<file path="config.mk">
export PLATFORM = sky130hd
export DESIGN_NAME = word_split_tx
export DESIGN_NICKNAME = d
export VERILOG_FILES = /design/src/rtl/change_pkg.sv /design/src/rtl/word_hold_buf.sv /design/src/rtl/word_split_tx.sv
export SDC_FILE = /design/constraint.sdc
export NUM_CORES = 1
export LEC_CHECK = 0
export CAP_MARGIN = 20
export CORE_ASPECT_RATIO = 1.25
export CORE_MARGIN = 2
export CORE_UTILIZATION = 50
export CTS_CLUSTER_DIAMETER = 40
export CTS_CLUSTER_SIZE = 16
export DETAILED_ROUTE_END_ITERATION = 8
export PLACE_DENSITY = 0.85
export SLEW_MARGIN = 20
export SYNTH_ARGS = -nofsm -noshare
export SYNTH_HDL_FRONTEND = slang
export SYNTH_SLANG_ARGS = --single-unit
</file>
<file path="constraint.sdc">
create_clock -name clk -period 3.4 [get_ports clk]
set_input_delay 0.68 -clock clk [delete_from_list [all_inputs] [get_ports clk]]
set_output_delay 0.68 -clock clk [all_outputs]
set_load 0.02 [all_outputs]
</file>
<file path="src/rtl/change_pkg.sv">
// Shared definitions for the word splitter: FSM state encoding and widths.
//   GAP_W  : width of the inter-word gap down-counter
//   BYTE_W : width of one transmitted byte
package change_pkg;

  localparam int GAP_W  = 4;
  localparam int BYTE_W = 8;

  typedef enum logic [1:0] {
    IDLE   = 2'd0,
    SEND_H = 2'd1,
    SEND_L = 2'd2,
    GAP    = 2'd3
  } state_e;

endpackage

</file>
<file path="src/rtl/word_hold_buf.sv">
// One-entry hold buffer between the word handshake and the splitter FSM.
//   clk, rst  : clock, synchronous active-high reset
//   push      : store push_data (only issued while empty)
//   push_data : word to store
//   pop       : release the stored word (only issued while full)
//   data      : stored word
//   full      : buffer holds a word
module word_hold_buf
  import change_pkg::*;
(
  input  logic                  clk,
  input  logic                  rst,
  input  logic                  push,
  input  logic [2*BYTE_W-1:0]   push_data,
  input  logic                  pop,
  output logic [2*BYTE_W-1:0]   data,
  output logic                  full
);

  logic                full_q, full_d;
  logic [2*BYTE_W-1:0] data_q, data_d;

  always_comb begin
    full_d = full_q;
    data_d = data_q;
    if (pop) full_d = 1'b0;
    if (push) begin
      full_d = 1'b1;
      data_d = push_data;
    end
  end

  always_ff @(posedge clk) begin
    if (rst) begin
      full_q <= 1'b0;
      data_q <= '0;
    end else begin
      full_q <= full_d;
      data_q <= data_d;
    end
  end

  assign data = data_q;
  assign full = full_q;

endmodule

</file>
<file path="src/rtl/word_split_tx.sv">
// Splits 16-bit words into an H byte then an L byte, each held until the
// downstream accepts it, with GAP_CYCLES idle cycles after every L byte.
//   clk, rst            : clock, synchronous active-high reset
//   word_in/valid/ready : word handshake into a one-entry hold buffer
//   out_ready           : downstream takes the presented byte
//   H, h_stb            : high byte and its strobe (zero outside SEND_H)
//   L, l_stb            : low byte and its strobe (zero outside SEND_L)
//   busy                : word buffered or in flight
//   word_cnt            : completed words, modulo 256
//
// state  | meaning
// IDLE   | nothing in flight, waiting for the buffer to fill
// SEND_H | presenting tx[15:8] until out_ready
// SEND_L | presenting tx[7:0] until out_ready
// GAP    | idle spacing after an L byte, GAP_CYCLES long
module word_split_tx
  import change_pkg::*;
#(
  parameter int GAP_CYCLES = 1
) (
  input  logic                clk,
  input  logic                rst,
  input  logic [2*BYTE_W-1:0] word_in,
  input  logic                word_valid,
  output logic                word_ready,
  input  logic                out_ready,
  output logic [BYTE_W-1:0]   H,
  output logic [BYTE_W-1:0]   L,
  output logic                h_stb,
  output logic                l_stb,
  output logic                busy,
  output logic [7:0]          word_cnt
);

  localparam bit               HAS_GAP  = (GAP_CYCLES > 0);
  // Gap counter is loaded with the last index and counts down to zero.
  localparam logic [GAP_W-1:0] GAP_LAST = GAP_W'(HAS_GAP ? GAP_CYCLES - 1 : 0);

  state_e              state_q, state_d;
  logic [2*BYTE_W-1:0] tx_q, tx_d;
  logic [GAP_W-1:0]    gap_q, gap_d;
  logic [7:0]          cnt_q, cnt_d;
  logic [BYTE_W-1:0]   h_q, h_d, l_q, l_d;
  logic                hs_q, hs_d, ls_q, ls_d;

  logic                buf_push, buf_pop, buf_full, take;
  logic [2*BYTE_W-1:0] buf_data;

  word_hold_buf u_buf (
    .clk       (clk),
    .rst       (rst),
    .push      (buf_push),
    .push_data (word_in),
    .pop       (buf_pop),
    .data      (buf_data),
    .full      (buf_full)
  );

  // rst gates ready so nothing is accepted on a reset edge.
  assign word_ready = ~buf_full & ~rst;
  assign buf_push   = word_valid & word_ready;

  always_comb begin
    state_d = state_q;
    tx_d    = tx_q;
    gap_d   = gap_q;
    cnt_d   = cnt_q;
    take    = 1'b0;
    case (state_q)
      IDLE:   take = buf_full;
      SEND_H: if (out_ready) state_d = SEND_L;
      SEND_L: begin
        if (out_ready) begin
          cnt_d = cnt_q + 8'd1;
          if (HAS_GAP) begin
            state_d = GAP;
            gap_d   = GAP_LAST;
          end else if (buf_full) begin
            take = 1'b1;
          end else begin
            state_d = IDLE;
          end
        end
      end
      GAP: begin
        if (gap_q == '0) begin
          if (buf_full) take = 1'b1;
          else          state_d = IDLE;
        end else begin
          gap_d = gap_q - GAP_W'(1);
        end
      end
      default: state_d = IDLE;
    endcase
    // Loading the next word empties the buffer on the same edge.
    buf_pop = take;
    if (take) begin
      state_d = SEND_H;
      tx_d    = buf_data;
    end
    // Outputs are registered from the next state so they line up with it.
    hs_d = (state_d == SEND_H);
    ls_d = (state_d == SEND_L);
    h_d  = hs_d ? tx_d[2*BYTE_W-1:BYTE_W] : '0;
    l_d  = ls_d ? tx_d[BYTE_W-1:0]        : '0;
  end

  always_ff @(posedge clk) begin
    if (rst) begin
      state_q <= IDLE;
      tx_q    <= '0;
      gap_q   <= '0;
      cnt_q   <= '0;
      h_q     <= '0;
      l_q     <= '0;
      hs_q    <= 1'b0;
      ls_q    <= 1'b0;
    end else begin
      state_q <= state_d;
      tx_q    <= tx_d;
      gap_q   <= gap_d;
      cnt_q   <= cnt_d;
      h_q     <= h_d;
      l_q     <= l_d;
      hs_q    <= hs_d;
      ls_q    <= ls_d;
    end
  end

  assign H        = h_q;
  assign L        = l_q;
  assign h_stb    = hs_q;
  assign l_stb    = ls_q;
  assign busy     = (state_q != IDLE) | buf_full;
  assign word_cnt = cnt_q;

endmodule
</file>
; ---- After elaboration in Yosys (flattened, before gate mapping)
; Cells that the tools add are included.
[classes]
add_sub_neg = 2
n_eq_ne = 7
mux = 15
n_bitwise = 7
n_reduce_logical = 9
[ops]
columns = cell, n
row1 = $mux 16, 1
row2 = $mux 2, 5
row3 = $add 8x1->8 const B, 1
row4 = $mux 4, 2
row5 = $pmux 4 s2, 1
row6 = $eq 2x2->1 const B, 3
row7 = $pmux 2 s3, 1
row8 = $reduce_bool 2->1, 3
row9 = $eq 2x1->1 const B, 2
row10 = $logic_not 4->1, 1
row11 = $mux 1, 4
row12 = $ne 2x2->1 const B, 2
row13 = $not 1->1, 4
row14 = $reduce_or 2->1, 2
row15 = $sub 4x1->4 const B, 1
row16 = $reduce_and 3->1, 1
row17 = $and 1x1->1, 2
row18 = $logic_not 2->1, 1
row19 = $pmux 1 s2, 1
row20 = $reduce_and 2->1, 1
row21 = $or 1x1->1, 1
[totals]
reg_bits = 65
inputBits = 20
output_inout_bits = 28
wordCells = 50

; ---- Longest topological paths before layout
[depth]
ltp_word = 7
depth_mapped = 8
depth_no_buf = 6

; ---- Modules after synthesis
; Synthesis repeated with hierarchy kept, for this count alone.
[unflattened]
cells_unflattened = 261
hier_area_um2 = 2576.2
[by_module_without_submodules]
columns = module, n_inst, cells_each, area_each_um2, seq_area_each_um2
row1 = word_split_tx, 1, 205, 1959.4, 960.9
row2 = word_hold_buf, 1, 56, 616.8, 340.3

; ---- Worst setup path before layout
; Ideal clock, no wire load.
[synth_timing]
kind = reg2reg
startpoint = register gap_q[0]
endpoint = register l_q[0], in the netlist L[0]
t_arrival_ns = 1.929
t_required_ns = 3.324
slack_ns = 1.395
stages_incl_launch_ff = 9
n_path_buf = 2
cell_sequence = dfxtp_1 > inv_1 > ha_1 > or4b_4 > a2111o_1 > buf_6 > and2_4 > buf_6 > nor3_2
[synth_via]
elab_chain_cells = 7
word_cells_on_any_way = 10
cone_classes = eq/ne (1) / mux (6) / bitwise (1) / reduce/logical (2)
[synth_lines]
columns = item, line_no
row1 = start: declaration, word_split_tx.sv:41  ; logic [GAP_W-1:0] gap_q, gap_d;
row2 = start signal: assignment, word_split_tx.sv:121  ; gap_q <= gap_d;
row3 = $logic_not 4->1 *, word_split_tx.sv:86  ; if (gap_q == '0) begin
row4 = $mux 2 or $mux 1 (tied branches), word_split_tx.sv:86
row5 = $pmux 2 s3 or $pmux 1 s2 (tied branches), word_split_tx.sv:69  ; case (state_q)
row6 = $mux 2, word_split_tx.sv:97  ; if (take) begin
row7 = $eq 2x2->1, word_split_tx.sv:103  ; ls_d = (state_d == SEND_L);
row8 = $not 1->1 (no line), -
row9 = $reduce_or 2->1 (no line), -
row10 = end signal: assignment, word_split_tx.sv:124  ; l_q <= l_d;
row11 = end: declaration, word_split_tx.sv:43  ; logic [BYTE_W-1:0] h_q, h_d, l_q, l_d;
; Every way passes the cells marked *; elsewhere a longest branch is shown, timed or not.
; A chain may end at the register's enable or synchronous reset.

; ---- Worst setup path after layout
[layout_timing]
startpoint = register state_q[1]
endpoint = output port busy
[layout_via]
elab_chain_cells = 2
[layout_lines]
columns = item, line_no
row1 = start: declaration, word_split_tx.sv:39  ; state_e state_q, state_d;
row2 = start signal: assignment, word_split_tx.sv:119  ; state_q <= state_d;
row3 = $reduce_bool 2->1, word_split_tx.sv:134  ; assign busy = (state_q != IDLE) | buf_full;
row4 = $or 1x1->1, word_split_tx.sv:134
row5 = end: declaration, word_split_tx.sv:31  ; output logic busy,
; Every way passes these cells.

==> reports/metrics.yaml <==
detailed_routing:
  routedWlPerCell_um: 12.92
  routed_via_density: 5.259
  vias: 2030
  top_layer: "met4"
  wl_met1_um: 2113
  drcViolationCount: 0
  routed_wirelength_um: 4989
  first_pass_iters: 4
  wl_met3_um: 224
  met2WireLength_um: 2564
  ant_nets: 0
  initialDrtViolationCount: 70
yosys:
  ys.flop_type: "dfxtp_1"
  synth_edf_count: 0
  yosysMostFrequentCell: "dfxtp_1"
  yosys_warnings: 0
  yosysTopAreaCell: "dfxtp_1"
  synth_nets: 305
  synthDistinctLibCells: 36
  synth-seq-cells: 65
  async_reset_ff_frac: 0
  synth.cell_area_sq_mm: 0.002579
  ys_top_cells_by_count: "dfxtp_1 (65), nand2_1 (38), nor2_1 (21)"
  avgSynthCellArea_sq_um: 9.309
  ys_top_cells_by_area: "dfxtp_1 (50%), nand2_1 (5.5%), nand2b_1 (4.4%)"
  ys_seq_area_frac: 0.5046
  yosysTopAreaCellShare: 0.5046
  postSynthCellCount: 277
die:
  die_y_um: 84.29
  core_sq_mm: 0.005007
  fp-row-count: 29
  pin_count: 48
  dieArea_sq_mm: 0.005752
  start_util: 0.5150
  die_x_um: 68.24
outcome:
  status: "finished, final reports clean"
timing:
  drv_slew: 0
  rsz0062_at_grt: "no"
  fin_hold_ws_ns: 0.4602
  fmax_mhz: 415.0
  finalHoldViolCount: 0
  fin_crit_sh: 0.7088
  max_slew_margin: 0.3609
  finalSetupViolations: 0
  clock_skew_ns: 0.003738
  min_period_ns: 2.410
  fin_tns_setup_ns: 0
  tightest_slew_ns: 0.9586
job:
  maxCapViolCount: 0
place:
  gp_congestion: 0.7136
  place_inst: 370
  placed_area_sq_mm: 0.003055
  io_buffers: 47
  place_hpwl_um: 3354
critical_path:
  worstPathRequired_ns: 2.72
  cp_max_fo: 5
  start_kind: "flop"
  critPathKind: "reg2out"
  end_kind: "output port"
  worst_ep_arrival_time_ns: 1.73
grt:
  gr-usage-all-layers: 0.1948
  overflow: 0
  grt_pass1_vias: 1943
  grt_pass1_wl_um: 8459
  grt_max_degree: 56
  antenna_found_initial: 0
clock_tree:
  clockRootBuffer: "clkbuf_8"
  clkTransAtPathRegs_ns: 0.07
  cts_setup_buffers: 0
  ctsHoldBuffers: 0
  insertion_delay_ns: 0.33
  numCtsBuffers: 9
  clockBufferDepth: 2
  cts_resized: 0
  numClockSinks: 65
  tritoncts: "yes"
  htree_levels: 3
finish:
  final_cells: 386
  nets: 347
  drive_gt1_frac: 0.09877
  diodes: 0
  area_growth_pct: 27.95
  n_fill_cell: 424
  final_area_sq_mm: 0.003299
power:
  p_leak_uw: 0.001256
  total_power_uw: 1990
  ir_worst_vdd_mv: 0.3577
  power.density_mw_per_mm2: 603.0
min_path:
  hold_class: "reg2reg"
-- layout by cell type, fill, tap and decap left out, types with 2 or more instances in the layout --
master / instances
o21ai_0: 16
a21o_1: 2
nand2_1: 38
and3_1: 2
xor2_1: 8
mux2i_1: 9
clkbuf_8: 10
nand2b_1: 18
ha_1: 8
nand3_1: 4
clkdlybuf4s50_1: 46
bufinv_16: 3
inv_1: 7
a21oi_1: 13
nor2b_1: 2
buf_4: 3
and2_1: 3
nor3_2: 8
nand4_1: 12
nor2_1: 21
a211oi_1: 9
dfxtp_1: 65
-- cell type report --
cell class                 instances  area, sq um  share of cell area
sequential                        65         1301              0.3944
multi-input combinational        186         1162              0.3523
timing repair buffer              50        488.0              0.1479
clock buffer                      11        141.4             0.04285
clock inverter                     5        102.6             0.03110
tap                               62        77.57             0.02351
inverter                           7        26.28            0.007964
-- path summary, 6_finish.rpt --
check / from / to / slack, ns / depth (start not counted)
worst min-delay path: tx_q[15] / tx_q[15] / 0.46 / 2
worst min register to register: tx_q[15] / tx_q[15] / 0.46 / 2
worst max-delay path: state_q[1] / busy / 0.99 / 4
worst max register to register: state_q[0] / H[5] / 1.17 / 5
-- cells by family after synthesis --
group / after synthesis / share of synthesized area
mux: 10 / 0.03930
xor+xnor: 9 / 0.03057
fa+ha+maj: 8 / 0.03882
flops: 65 / 0.5046
buf+inv: 26 / 0.04464
compound gates: 46 / 0.1097
simple gates: 113 / 0.2324
-- per-layer routing --
metal	vias up	GRT usage
met3	7	0.05094
met2	55	0.3257
met5	-	0
li1	1012	-
met1	956	0.2241
met4	0	0.09455
-- metrics by stage --
stage / util / setup slack (ns)
after floorplan: - / 1.395
after global routing: 0.6589 / 0.8948
after global placement: 0.6102 / 1.128
after CTS: 0.6589 / 0.9618
after detailed placement: 0.6102 / 1.054
final: 0.6589 / 0.9901
-- registers in the layout, summed over array words and instances, names as in the netlist --
| name | count |
|---|---|
| state_q | 2 |
| H | 8 |
| gap_q | 4 |
| L | 8 |
| u_buf.data | 16 |
| tx_q | 16 |
| h_stb | 1 |
| l_stb | 1 |
| u_buf.full | 1 |
| word_cnt | 8 |
-- worst max-delay path, cell delays in order, from the launching register on --
cell,delay (ns)
dfxtp_1,0.42
inv_1,0.11
ha_1,0.21
nand2b_1,0.07
clkdlybuf4s50_1,0.59
-- where the power goes --
part / switching, uW / total [uW] / internal [uW]
Clock: 281 / 787 / 506
Sequential: 30.3 / 842 / 812
Combinational: 213 / 361 / 147
No activity file was read; power rests on OpenSTA's default activity.
